--- config.mk ---
export PLATFORM = sky130hd
export DESIGN_NAME = mem_arb
export DESIGN_NICKNAME = d
export VERILOG_FILES = /design/src/rtl/mem_arb.sv
export SDC_FILE = /design/constraint.sdc
export NUM_CORES = 1
export LEC_CHECK = 0
export ABC_AREA = 1
export BUFFER_PORTS_ARGS = -buffer_cell sky130_fd_sc_hd__buf_4
export CAP_MARGIN = 20
export CORE_ASPECT_RATIO = 1.75
export CORE_UTILIZATION = 30
export DETAILED_ROUTE_END_ITERATION = 16
export GPL_TIMING_DRIVEN = 0
export PLACE_DENSITY_LB_ADDON = 0.08
export SLEW_MARGIN = 30
export SYNTH_ARGS = -nofsm -noshare
export SYNTH_HDL_FRONTEND = slang
export SYNTH_SLANG_ARGS = --single-unit
--- constraint.sdc ---
create_clock -name clk -period 1.6 [get_ports clk]
set_input_delay 0.16 -clock clk [delete_from_list [all_inputs] [get_ports clk]]
set_output_delay 0.16 -clock clk [all_outputs]
set_load 0.1 [all_outputs]
--- src/rtl/mem_arb.sv ---
// mem_arb: two-port round-robin arbiter sharing one single-port RAM, one access in flight
module mem_arb #(
  parameter int AW = 6,
  parameter int DW = 32
) (
  input  logic          clk,
  input  logic          rst_n,
  input  logic          p0_req,
  input  logic          p0_we,
  input  logic [AW-1:0] p0_addr,
  input  logic [DW-1:0] p0_wdata,
  output logic          p0_ack,
  output logic [DW-1:0] p0_rdata,
  input  logic          p1_req,
  input  logic          p1_we,
  input  logic [AW-1:0] p1_addr,
  input  logic [DW-1:0] p1_wdata,
  output logic          p1_ack,
  output logic [DW-1:0] p1_rdata,
  output logic          ram_en,
  output logic          ram_we,
  output logic [AW-1:0] ram_addr,
  output logic [DW-1:0] ram_wdata,
  input  logic [DW-1:0] ram_rdata,
  output logic          busy
);
  typedef enum logic [1:0] {IDLE, ACCESS, DONE} state_t;
  state_t state, state_nx;
  logic last, id, we_q, any_req, win, take;
  logic [AW-1:0] addr_q;
  logic [DW-1:0] wdata_q;
  assign any_req = p0_req | p1_req;
  assign win = (p0_req & p1_req) ? ~last : p1_req;
  assign take = (state == IDLE) & any_req;
  // state register; async reset also aborts any access in flight
  always_ff @(posedge clk or negedge rst_n)
    if (!rst_n) state <= IDLE;
    else state <= state_nx;
  // capture the winning request and remember it for the next tie
  always_ff @(posedge clk or negedge rst_n)
    if (!rst_n) begin
      last    <= 1'b1;
      id      <= 1'b0;
      we_q    <= 1'b0;
      addr_q  <= '0;
      wdata_q <= '0;
    end else if (take) begin
      last    <= win;
      id      <= win;
      we_q    <= win ? p1_we : p0_we;
      addr_q  <= win ? p1_addr : p0_addr;
      wdata_q <= win ? p1_wdata : p0_wdata;
    end
  // next state and all outputs decoded from the current state
  always_comb begin
    state_nx  = (state == IDLE) ? (any_req ? ACCESS : IDLE) : (state == ACCESS) ? DONE : IDLE;
    busy      = state != IDLE;
    ram_en    = state == ACCESS;
    ram_we    = ram_en & we_q;
    ram_addr  = ram_en ? addr_q : '0;
    ram_wdata = ram_en ? wdata_q : '0;
    p0_ack    = (state == DONE) & ~id;
    p1_ack    = (state == DONE) & id;
    p0_rdata  = (p0_ack & ~we_q) ? ram_rdata : '0;
    p1_rdata  = (p1_ack & ~we_q) ? ram_rdata : '0;
  end
endmodule

# == Word level (Yosys, flattened, before mapping) ==
# Cells that the tools add are included.
# word_totals
ff_bits,43
word_cells,32
inputBits,114
# op_classes
muxes,11
reduce_logical,2
bitwise_logic,11
eq_ne,2
# op_table
operator,n
32-bit two-way mux,4
6-bit two-way mux,2
1-bit AND,7
2-bit two-way mux,2
1-bit two-way mux,3
1-bit NOT,3
2-bit by 1-bit equality test with 1-bit output (second input constant),1
2-bit equality test (second input constant),1
2-bit logical NOT,1
2-bit nonzero test,1
1-bit OR,1

# == Longest topological paths before layout ==
# Gate-level depths: netlist of the first run.
# logic_depth
word_depth,4
ltp_mapped,7

# == Least setup slack after synthesis of the first run ==
# Ideal clock, no wire load.
# synth_path
path_kind,reg-to-output
from,register state[0]
to,output port p1_rdata[0]
path_slack_ns,-2.018
stages_incl_launch_ff,5
t_required_ns,1.440
t_arrival_ns,3.458
path_buffers,1
cell_sequence,dfrtp_1 nor3_2 nand2_1 buf_2 nor2_1
# synth_between
elab_chain_cells,4
# synth_lines
element,line_no,text
"start, declared",28,"state_t state, state_nx;"
"start signal, assigned",38,else state <= state_nx;
2-bit equality test,63,p1_ack = (state == DONE) & id;
1-bit AND,63,
net p1_ack,18,"output logic p1_ack,"
1-bit AND,65,p1_rdata = (p1_ack & ~we_q) ? ram_rdata : '0;
32-bit two-way mux,65,
"end, declared",19,"output logic [DW-1:0] p1_rdata,"
# The timed path passes the listed nets, and every way through them passes these cells.

# == Worst setup path after layout of the first run ==
# layout_path
from,register state[1]
to,output port p0_rdata[14]
# layout_between
elab_chain_cells,4
# layout_lines
element,line_no,text
2-bit equality test,62,p0_ack = (state == DONE) & ~id;
1-bit AND,62,
1-bit AND,64,p0_rdata = (p0_ack & ~we_q) ? ram_rdata : '0;
32-bit two-way mux,64,
"end, declared",13,"output logic [DW-1:0] p0_rdata,"
# Every way passes these cells.

==> impl.org, run 1 <==
** Status
- The flow ran to the end, but the final reports show violations.
- Violations in the final reports :: negative setup slack

** Yosys
- Counting every net in the synthesized netlist gives 654.
- Sequential-to-total area share from yosys stat :: 34.8%
- Yosys mapped the design onto 15 distinct sky130hd cell types.
- Number of warning messages in the yosys log :: 0
- Synth Cell Area :: 3090 um^2
- Count of state elements after synthesis :: 43
- The average instance in the mapped netlist occupies 5.73 um^2.
- Number of instances in the synthesized netlist :: 540

** STA
- Minimum clock period :: between 1500 and 2000 ps
- Count of final max-slew check failures :: 0
- Slew at the pin closest to its max-slew limit :: about 570 ps
- For the final database, setup skew stands at 4.10 ps.
- Hold violation total from the final report :: 0
- Setup repair after global routing could not meet its margin everywhere.
- In the post-route analysis, the smallest setup slack over all paths is -269 ps.
- Sum of negative setup slack :: -18320 ps
- After layout, the worst path uses 117% of the clock period.
- Remaining max-slew budget at the tightest pin :: 62.3%
- Derived from the worst setup path, the maximum achievable clock frequency is 0.535 GHz.
- Setup violations remaining at the end of the flow were counted as 103.

** Clocking
- Clock tree synthesis selected as its root buffer the cell clkbuf_16.
- Clock-pin slew was measured on the worst setup and hold paths at 60 ps.
- TritonCTS built the clock tree.
- Clock latency on the worst-skew pair :: 290 ps
- TritonCTS created 5 clock buffers.
- Number of sinks driven by the clock tree :: 43
- No sink is reached through more buffers than the 2 on the longest clock path.
- The H-tree generated during clock tree synthesis spans 2 levels.

** Floorplanning
- From bottom edge to top edge, the die measures 136 um.
- Full die area :: 10700 um^2
- The floorplan has 48 rows.
- After floorplanning, the core was sized to cover 9970 um^2.
- I/O pin count :: 221
- Measured along the x axis, the die boundary spans 78.8 um.
- Starting Density :: 31.0%

** Global routing
- Number of global-route vias before repair :: 4070
- Entering global routing, the biggest net connects 44 pins.
- Global routing used 24.7% of the available tracks across all layers.
- Number of antenna violations at the first check in global routing :: 0
- The first global-routing pass estimated 20300 um of wire.
- Global routing finished with a remaining overflow of 0.

** Setup path
- Crit path launch type :: register
- STA puts the critical path data required time at 1440 ps.
- The critical path is of the reg -> out type.
- Worst setup EP type :: output port
- Data on the critical path arrives at its endpoint at around 1700 ps.
- Of all nets on the critical path, the largest fanout is 8.

** Power
- Of the total power, the share spent switching nets is 56.5%.
- Internal power consumption :: 0.00617 W
- Leakage :: 3.89 nW
- The share of total power dissipated in the clock network is ~7%.
- Net Switching :: 0.00801 W
- Pwr/cell area :: 1860 nW/um^2
- Combinational fraction of design power :: 79.1%
- The worst-case IR drop observed on VDD is 1430 uV.
- Sequential cell fraction of total power :: 13.9%

** Cells and area
- The layout has 656 filler cells.
- Final Net Count :: 900
- After the flow finishes, the layout carries non-filler instances totaling 912.
- The library cells used most frequently in the layout, excluding fill and tap cells, are inv_1, buf_4, nand2_1.
- Leading cell type in the layout, fill and taps excluded :: inv_1
- The post-route netlist has 48.7% of its cells at a drive strength greater than 1.
- Compared with the post-synthesis result, the final layout area differs by 147%.
- 0 antenna diodes ended up in the layout.
- Final design area excluding fillers :: 7630 um^2
- Finished Core Util :: 76.5%

** Detailed routing
- Post-route ant nets :: 0
- DR pass1 iterations :: 4
- Remaining routing DRC violations :: 0
- After detailed routing, the wire length on met1 is 4740 um.
- Dividing the detail-routed via count by the number of cells gives 4.54.
- Met2 wire length :: slightly below 8000 um
- DR vias :: ~4.1k
- The detailed router finished its first iteration with 260 violations.
- In this run the top signal layer used is met4.
- The final layout contains routed wiring with a total length of approximately 14000 um.
- Dividing the detail-routed wire length by the instance count gives 15.3 um.
- Met3 wirelength from detailed routing :: 1020 um

** Placement
- Post-placement cell count :: about 880
- In this run the cell area measured after placement is 5790 um^2.
- Timing analysis after detailed placement gives a worst setup slack of -46.7 ps.
- Routability-driven placement finished with a final weighted congestion of 0.774.
- After legalization and detailed placement, the total HPWL measured 8830 um.
- Count of input and output buffers :: 219

** Job
- Across the run, the number of max-cap violations was 0.

** Min path
- The worst hold path belongs to the class in -> reg.
==> sequential cells by signal, summed over array words and instances (netlist names) <==
name and flops:
we_q 1, last 1, addr_q 6, state 2
id 1, wdata_q 32
==> cells in the mapped netlist, drive strengths merged <==
| cell | instances | share of area [%] |
|---|---|---|
| o21ai | 1 | 0.16 |
| buf | 19 | 3.2 |
| nand3 | 78 | 13 |
| dfrtp | 42 | 34 |
| nor3 | 2 | 0.65 |
| nand4 | 1 | 0.20 |
| nand2 | 124 | 15 |
| dfstp | 1 | 0.85 |
| nor2 | 106 | 13 |
| inv | 154 | 19 |
| clkbuf | 12 | 1.5 |
==> worst max-delay path, cell delays in order, from the launching register on <==
cell       delay [ps]
dfrtp_1           360
inv_2              80
nor3_4            240
nand2_4           190
clkbuf_16         230
nor2_4            120
buf_12            190
==> what timing repair did <==
item | CTS | global route
hold buffers | 1 | 0
setup endpoints to repair | 103 | 124
resized for setup | 330 | 18
cloned | 2 | 5
pin swaps | 10 | 16
buffers inserted | 9 | 4
hold endpoints to repair | 42 | 0
==> area by class of cell <==
class / count / area, um^2 / share of cell area, %
Sequential cell: 43 / 1080 / 14.1
Buffer: 31 / 308 / 4.04
Clock inverter: 1 / 5.00 / 0.0656
Tap cell: 125 / 156 / 2.05
Multi-Input combinational cell: 312 / 2100 / 27.5
Timing Repair Buffer: 239 / 3260 / 42.8
Clock buffer: 7 / 133 / 1.74
Inverter: 154 / 581 / 7.61
==> stage by stage <==
step,hold WS [ps],total power [W]
4_1_cts,160,0.0138
5_1_grt,186,0.0148
6_report,166,0.0142
2_1_floorplan,-136,0.00905
3_5_place_dp,193,0.0108
3_3_place_gp,188,0.0107
==> cells by family after synthesis <==
group | count (synthesis) | share of synthesized area (%)
and+or+nand+nor | 311 | 41.7
AOI/OAI and AO/OA | 1 | 0.162
buffers and inverters | 185 | 23.3
DFF | 43 | 34.8
==> power groups by stage <==
stage	Clock, W	Sequential [W]	Combinational, W
after global routing	0.00106	0.00203	0.0117
after detailed placement	0	0.00197	0.00878
after floorplan	0	0.00191	0.00714
final	0.000996	0.00197	0.0112
after global placement	0	0.00196	0.00872
after CTS	0.00102	0.00195	0.0108
==> metal layers <==
metal / vias up / track usage [%]
met3: 21 / 5.84
met1: 1935 / 25.2
met2: 161 / 47.5
li1: 2020 / -
met4: 0 / 8.74
met5: - / 0
==> final timing paths <==
kind | cells past startpoint | slack, ps | from | to
min reg2reg | 2 | 470 | last | last
min | 5 | 170 | p0_addr[4] | addr_q[4]
min in group asynchronous | 2 | 410 | rst_n | wdata_q[2]
max reg2reg | 7 | 100 | last | wdata_q[4]
max | 6 | -270 | state[1] | p0_rdata[14]
max in group asynchronous | 2 | 780 | rst_n | state[0]
No activity file was read; power rests on OpenSTA's default activity.
==> run 2, diff against run 1 <==
--- a/config.mk
+++ b/config.mk
@@ -9,7 +9,7 @@
 export BUFFER_PORTS_ARGS = -buffer_cell sky130_fd_sc_hd__buf_4
 export CAP_MARGIN = 20
 export CORE_ASPECT_RATIO = 1.75
-export CORE_UTILIZATION = 30
+export CORE_UTILIZATION = 42
 export DETAILED_ROUTE_END_ITERATION = 16
 export GPL_TIMING_DRIVEN = 0
 export PLACE_DENSITY_LB_ADDON = 0.08
@@ -17,3 +17,4 @@
 export SYNTH_ARGS = -nofsm -noshare
 export SYNTH_HDL_FRONTEND = slang
 export SYNTH_SLANG_ARGS = --single-unit
+export TNS_END_PERCENT = 1
==> impl.org, run 2 <==
** Status
- Status :: stopped before the end (was finished, violations left)
- Failing step :: 5_1_grt
- The first error in the log reads "[ERROR DPL-0038] Utilization greater than 100%, impossible to legalize".

** Floorplanning
- The floorplan die width was 66.9 um (was 78.8 um).
- The effective utilization at floorplan is 43.1% (was 31.0%).
- The standard-cell row count is 41 (was 48).
- The number of placed I/O pins came to 221 (unchanged).
- Die span in y :: 116 um (was 136 um)

** Yosys
- Number of nets in the synthesized netlist :: 654 (unchanged)
- The count of flip-flops with a built-in enable after synthesis was 0 (unchanged).
- Synth Cell Area :: 3090 um^2 (unchanged)
- The gate count after technology mapping was 540 (unchanged).
- Leading cell types by total area after synthesis: dfrtp_1, inv_1, nand2_1, nand3_1, nor2_1 (unchanged).
- The count of different cell masters after synthesis is 15 (unchanged).
- The total number of yosys warnings was 0 (unchanged).
- Most used standard cells in the synthesized netlist :: inv_1, nand2_1, nor2_1 (unchanged)
- Ys flop type :: dfrtp_1 (unchanged)
- Count of state elements after synthesis :: 43 (unchanged)
- Avg Inst Size Synth :: 5.73 um^2 (unchanged)
- The dominant cell by count in the synthesized netlist was inv_1 (unchanged).
- Top cell type's share of synthesized area :: 34.0% (unchanged)
- Sequential-to-total area share from yosys stat :: 34.8% (unchanged)
- Cell accounting for the most synthesized area :: dfrtp_1 (unchanged)
- Share of synthesized registers carrying an async set or reset :: 100% (unchanged)

** Placement
- The placement-stage cell area is 5540 um^2 (was 5790 um^2).
- The number of instances in the placed design was 845 (was 884).
- The port buffer count was 219 (unchanged).
- The detailed-placement wirelength estimate came to 8510 um (was 8830 um).
- The weighted congestion at the end of routability-driven global placement came to 0.866 (was 0.774).

** Clocking
- Number of sinks driven by the clock tree :: 43 (unchanged)
- Cts bufs inserted :: 5 (unchanged)
- Buffer levels on the longest clock path :: 2 (unchanged)
- CTS root buf :: clkbuf_16 (unchanged)
- The deepest level of the CTS H-tree is 2 (unchanged).

** STA
- Worst Endpoint after GRT Repair :: p0_rdata[30]
- After the last repair the worst path ends at a top-level output.

** Global routing
- Pin count of the biggest net entering global routing :: 44
-- run 2: cell counts after synthesis --
No cell type changed its count.
-- run 2: stage by stage --
stage | utilization [%] | worst slack [ps]
CTS | 97.9 | -205
floorplan | - | -852
detailed placement | 77.2 | -301
global placement | 77.2 | -278
-- run 2: what timing repair did --
action | 4_1_cts
setup buffers | 2
resized for setup | 314
gates cloned | 0
hold endpoints to repair | 42
endpoints found under the setup margin | 103
hold buffers | 1
pin swaps | 2
-- run 2: cells by family after synthesis --
group           after synthesis  synth area share (%)
simple gates                311                  41.7
buf+inv                     185                  23.3
compound gates                1                 0.162
flops                        43                  34.8
==> run 3, diff against run 2 <==
--- a/config.mk
+++ b/config.mk
@@ -8,11 +8,10 @@
 export ABC_AREA = 1
 export BUFFER_PORTS_ARGS = -buffer_cell sky130_fd_sc_hd__buf_4
 export CAP_MARGIN = 20
-export CORE_ASPECT_RATIO = 1.75
-export CORE_UTILIZATION = 42
+export CORE_UTILIZATION = 35
 export DETAILED_ROUTE_END_ITERATION = 16
 export GPL_TIMING_DRIVEN = 0
-export PLACE_DENSITY_LB_ADDON = 0.08
+export PLACE_DENSITY_LB_ADDON = 0.15
 export SLEW_MARGIN = 30
 export SYNTH_ARGS = -nofsm -noshare
 export SYNTH_HDL_FRONTEND = slang
==> impl.org, run 3 (same netlist as run 1, synthesis figures left out) <==
** Status
- Status: finished, violations left (was stopped before the end).
- The final reports fail on negative setup slack.

** Setup path
- Data on the critical path is required at its endpoint by 1440 ps.
- The slowest stage of the critical path is the dfrtp_1 cell.
- Worst R2R Setup Slack :: between 100 and 150 ps
- Count of buffer and inverter cells on the critical path :: 3
- Depth of the worst register-to-register path :: 6
- The worst setup path is launched from a register.
- CP Data Arrival Time :: 1710 ps
- Class of the most critical setup path :: reg -> out
- Along the worst path, the maximum fanout reaches 10.
- The largest single stage delay on the critical path is 380 ps.
- Startpoint of the worst-slack reg-to-reg timing path :: last
- Traced cell by cell, the critical path runs through inv_2, nor3_4, nand2_4, buf_6, nor2_4, buf_12.
- The worst setup path is captured at an output port.
- Worst flop-to-flop path endpoint :: wdata_q[27]
- The kind of cell with the highest combined delay along the critical path is simple AND/OR/NAND/NOR gates.

** Clocking
- The deepest level of the CTS H-tree is 2 (unchanged).
- Clk slew on worst S/H paths :: 80 ps
- TritonCTS clock tree :: built
- The clock tree root buffer cell is clkbuf_8 (was clkbuf_16).
- Number of sinks driven by the clock tree :: 43 (unchanged)
- Clock latency on the worst-skew pair :: between 200 and 300 ps
- Cts bufs inserted :: 5 (unchanged)
- Buffer levels on the longest clock path :: 2 (unchanged)

** Detailed routing
- After the first detailed-routing iteration, the DRC count stood at roughly 280.
- The final layout contains routed wiring with a total length of ~15000 um.
- Vias/cell :: between 4 and 5
- Post-route ant nets :: 0
- Remaining routing DRC violations :: 0
- DR vias :: 4355
- DR pass1 iterations :: 6
- In the final routed layout, each cell accounts on average for 17.2 um.

** Min path
- Hold path startpoint :: p0_wdata[1]
- Hold worst-path end :: wdata_q[1]
- The path class of the tightest hold or removal check is in -> reg.
- Counting instances, the worst hold path has a depth of 5.

** Global routing
- The number of global-route vias before repair came to 4312.
- Global-route usage over all layers :: between 30 and 40%
- For this run the aggregate overflow at the end of global routing stands at 0.
- Pin count of the biggest net entering global routing :: 44
- Global-route wire length before repair :: 21500 um
- Number of antenna violations at the first check in global routing :: 1

** STA
- Remaining max-slew budget at the tightest pin :: 62.8%
- Setup violations remaining at the end of the flow were counted as ~100.
- Slew at the pin closest to its max-slew limit :: 558 ps
- After layout, the minimum clock period comes to 1870 ps.
- Period utilization :: 117%
- Static timing analysis puts the maximum clock frequency at 0.535 GHz.
- Setup repair after global routing could not meet its margin everywhere.
- Post-route worst setup slack :: -270 ps
- Post-route clock skew :: 3.76 ps
- Hold violation total from the final report :: 0
- Count of final max-slew check failures :: 0

** Placement
- The minimum setup slack after placement came to -343 ps (was -301 ps).
- Count of input and output buffers :: 219 (unchanged)
- GPL Wtd Cong :: 0.813 (was 0.866)
- The detailed-placement wirelength estimate was 8460 um (was 8510 um).

** Floorplanning
- The floorplan step defined a die boundary enclosing 9220 um^2.
- I/O pin count :: 221 (unchanged)
- The height of the chip came to 96.0 um (was 116 um).
- The floorplan die width is 96.0 um (was 66.9 um).
- Std cell rows :: 33 (was 41)
- The effective utilization at floorplan was 36.9% (was 43.1%).
- Core region area :: 8380 um^2

** Cells and area
- The final layout contains 886 nets.
- The register with the most flip-flops in the layout has 32 of them.
- Leaving out fill and tap cells, the most frequent cell in the layout is inv_1.
- The largest registers in the layout are wdata_q: 32 flops, addr_q: 6 flops, state: 2 flops.
- Most frequent cells in the layout :: inv_1, buf_4, nand2_1
- In the final layout, the multi-input gates occupy 1960 um^2.
- Share of layout cells above drive strength 1 :: 47.7%
- Synth-to-layout area growth :: 128%
- Area taken by flip-flops and latches :: 1080 um^2
- Layout filler cell count :: 447
- Ranked by flip-flop count, first place goes to wdata_q.

** Power
- Leakage :: 3.66 nW
- Dividing total power by cell area gives a power density of ~1800 nW/um^2.
- After layout, the design draws a total of 0.0129 W.
- Across the VDD grid, the largest voltage drop is 1430 uV.

** Job
- Max-cap violations :: 0
run 3: area by class of cell:
type,instances,area share [%]
well taps,105,1.86
plain buffers,31,3.23
clock buffers,7,1.08
inverters,154,8.19
clock inverters,1,0.0709
multi-input cells,312,27.8
diodes,1,0.0355
flip-flops and latches,43,15.3
repair buffers,225,42.5
run 3: power by group:
part	internal, W	switching, W	total (W)
Clock	0.000307	0.000374	0.000681
Combinational	0.00325	0.00696	0.0102
Sequential	0.00165	0.000342	0.00199
run 3: worst register-to-register path, delay by kind of cell, from the launching register on:
family        cells  cell delay (ps)
flops             1              540
simple gates      5              480
buf+inv           1              360
run 3: timing repair:
item | in CTS | in global routing
hold buffers | 1 | 0
gates cloned | 0 | 0
gates resized for setup | 318 | 18
endpoints found under the setup margin | 104 | 134
buffers inserted | 1 | 4
pin swaps | 2 | 2
hold endpoints to repair | 42 | 0
run 3: worst max path at each step:
stage / startpoint / endpoint / slack (ps) / cells after the start
floorplan: state[1] / p0_rdata[10] / -850 / 5
finish: state[1] / p0_rdata[10] / -270 / 6
CTS: state[0] / p1_rdata[0] / -220 / 5
global placement: state[0] / ram_wdata[27] / -330 / 7
detailed placement: state[0] / ram_wdata[27] / -340 / 7
global route: state[1] / p0_rdata[10] / -350 / 6
run 3: per-stage QoR:
step / instance area (um^2) / util, % / std cells / hold WS (ps) / TNS [ps]
floorplan: 3790 / - / 540 / -136 / -94390
finish: 7060 / 84.2 / 879 / 160 / -20900
global placement: 5570 / 66.4 / 864 / 179 / -5150
CTS: 6970 / 83.1 / 874 / 157 / -14680
global route: 7060 / 84.2 / 879 / 166 / -29080
detailed placement: 5570 / 66.4 / 864 / 186 / -5780
run 3: per-layer routing:
metal | up-vias | wire length [um] | global-route usage, % | part of all wire, %
met3 | 70 | 1330 | 7.74 | 8.8
met2 | 269 | 7870 | 55.4 | 52
li1 | 1994 | - | - | -
met5 | - | 0 | 0 | 0
met1 | 2022 | 5190 | 32.7 | 34
met4 | 0 | 745 | 15.8 | 4.9
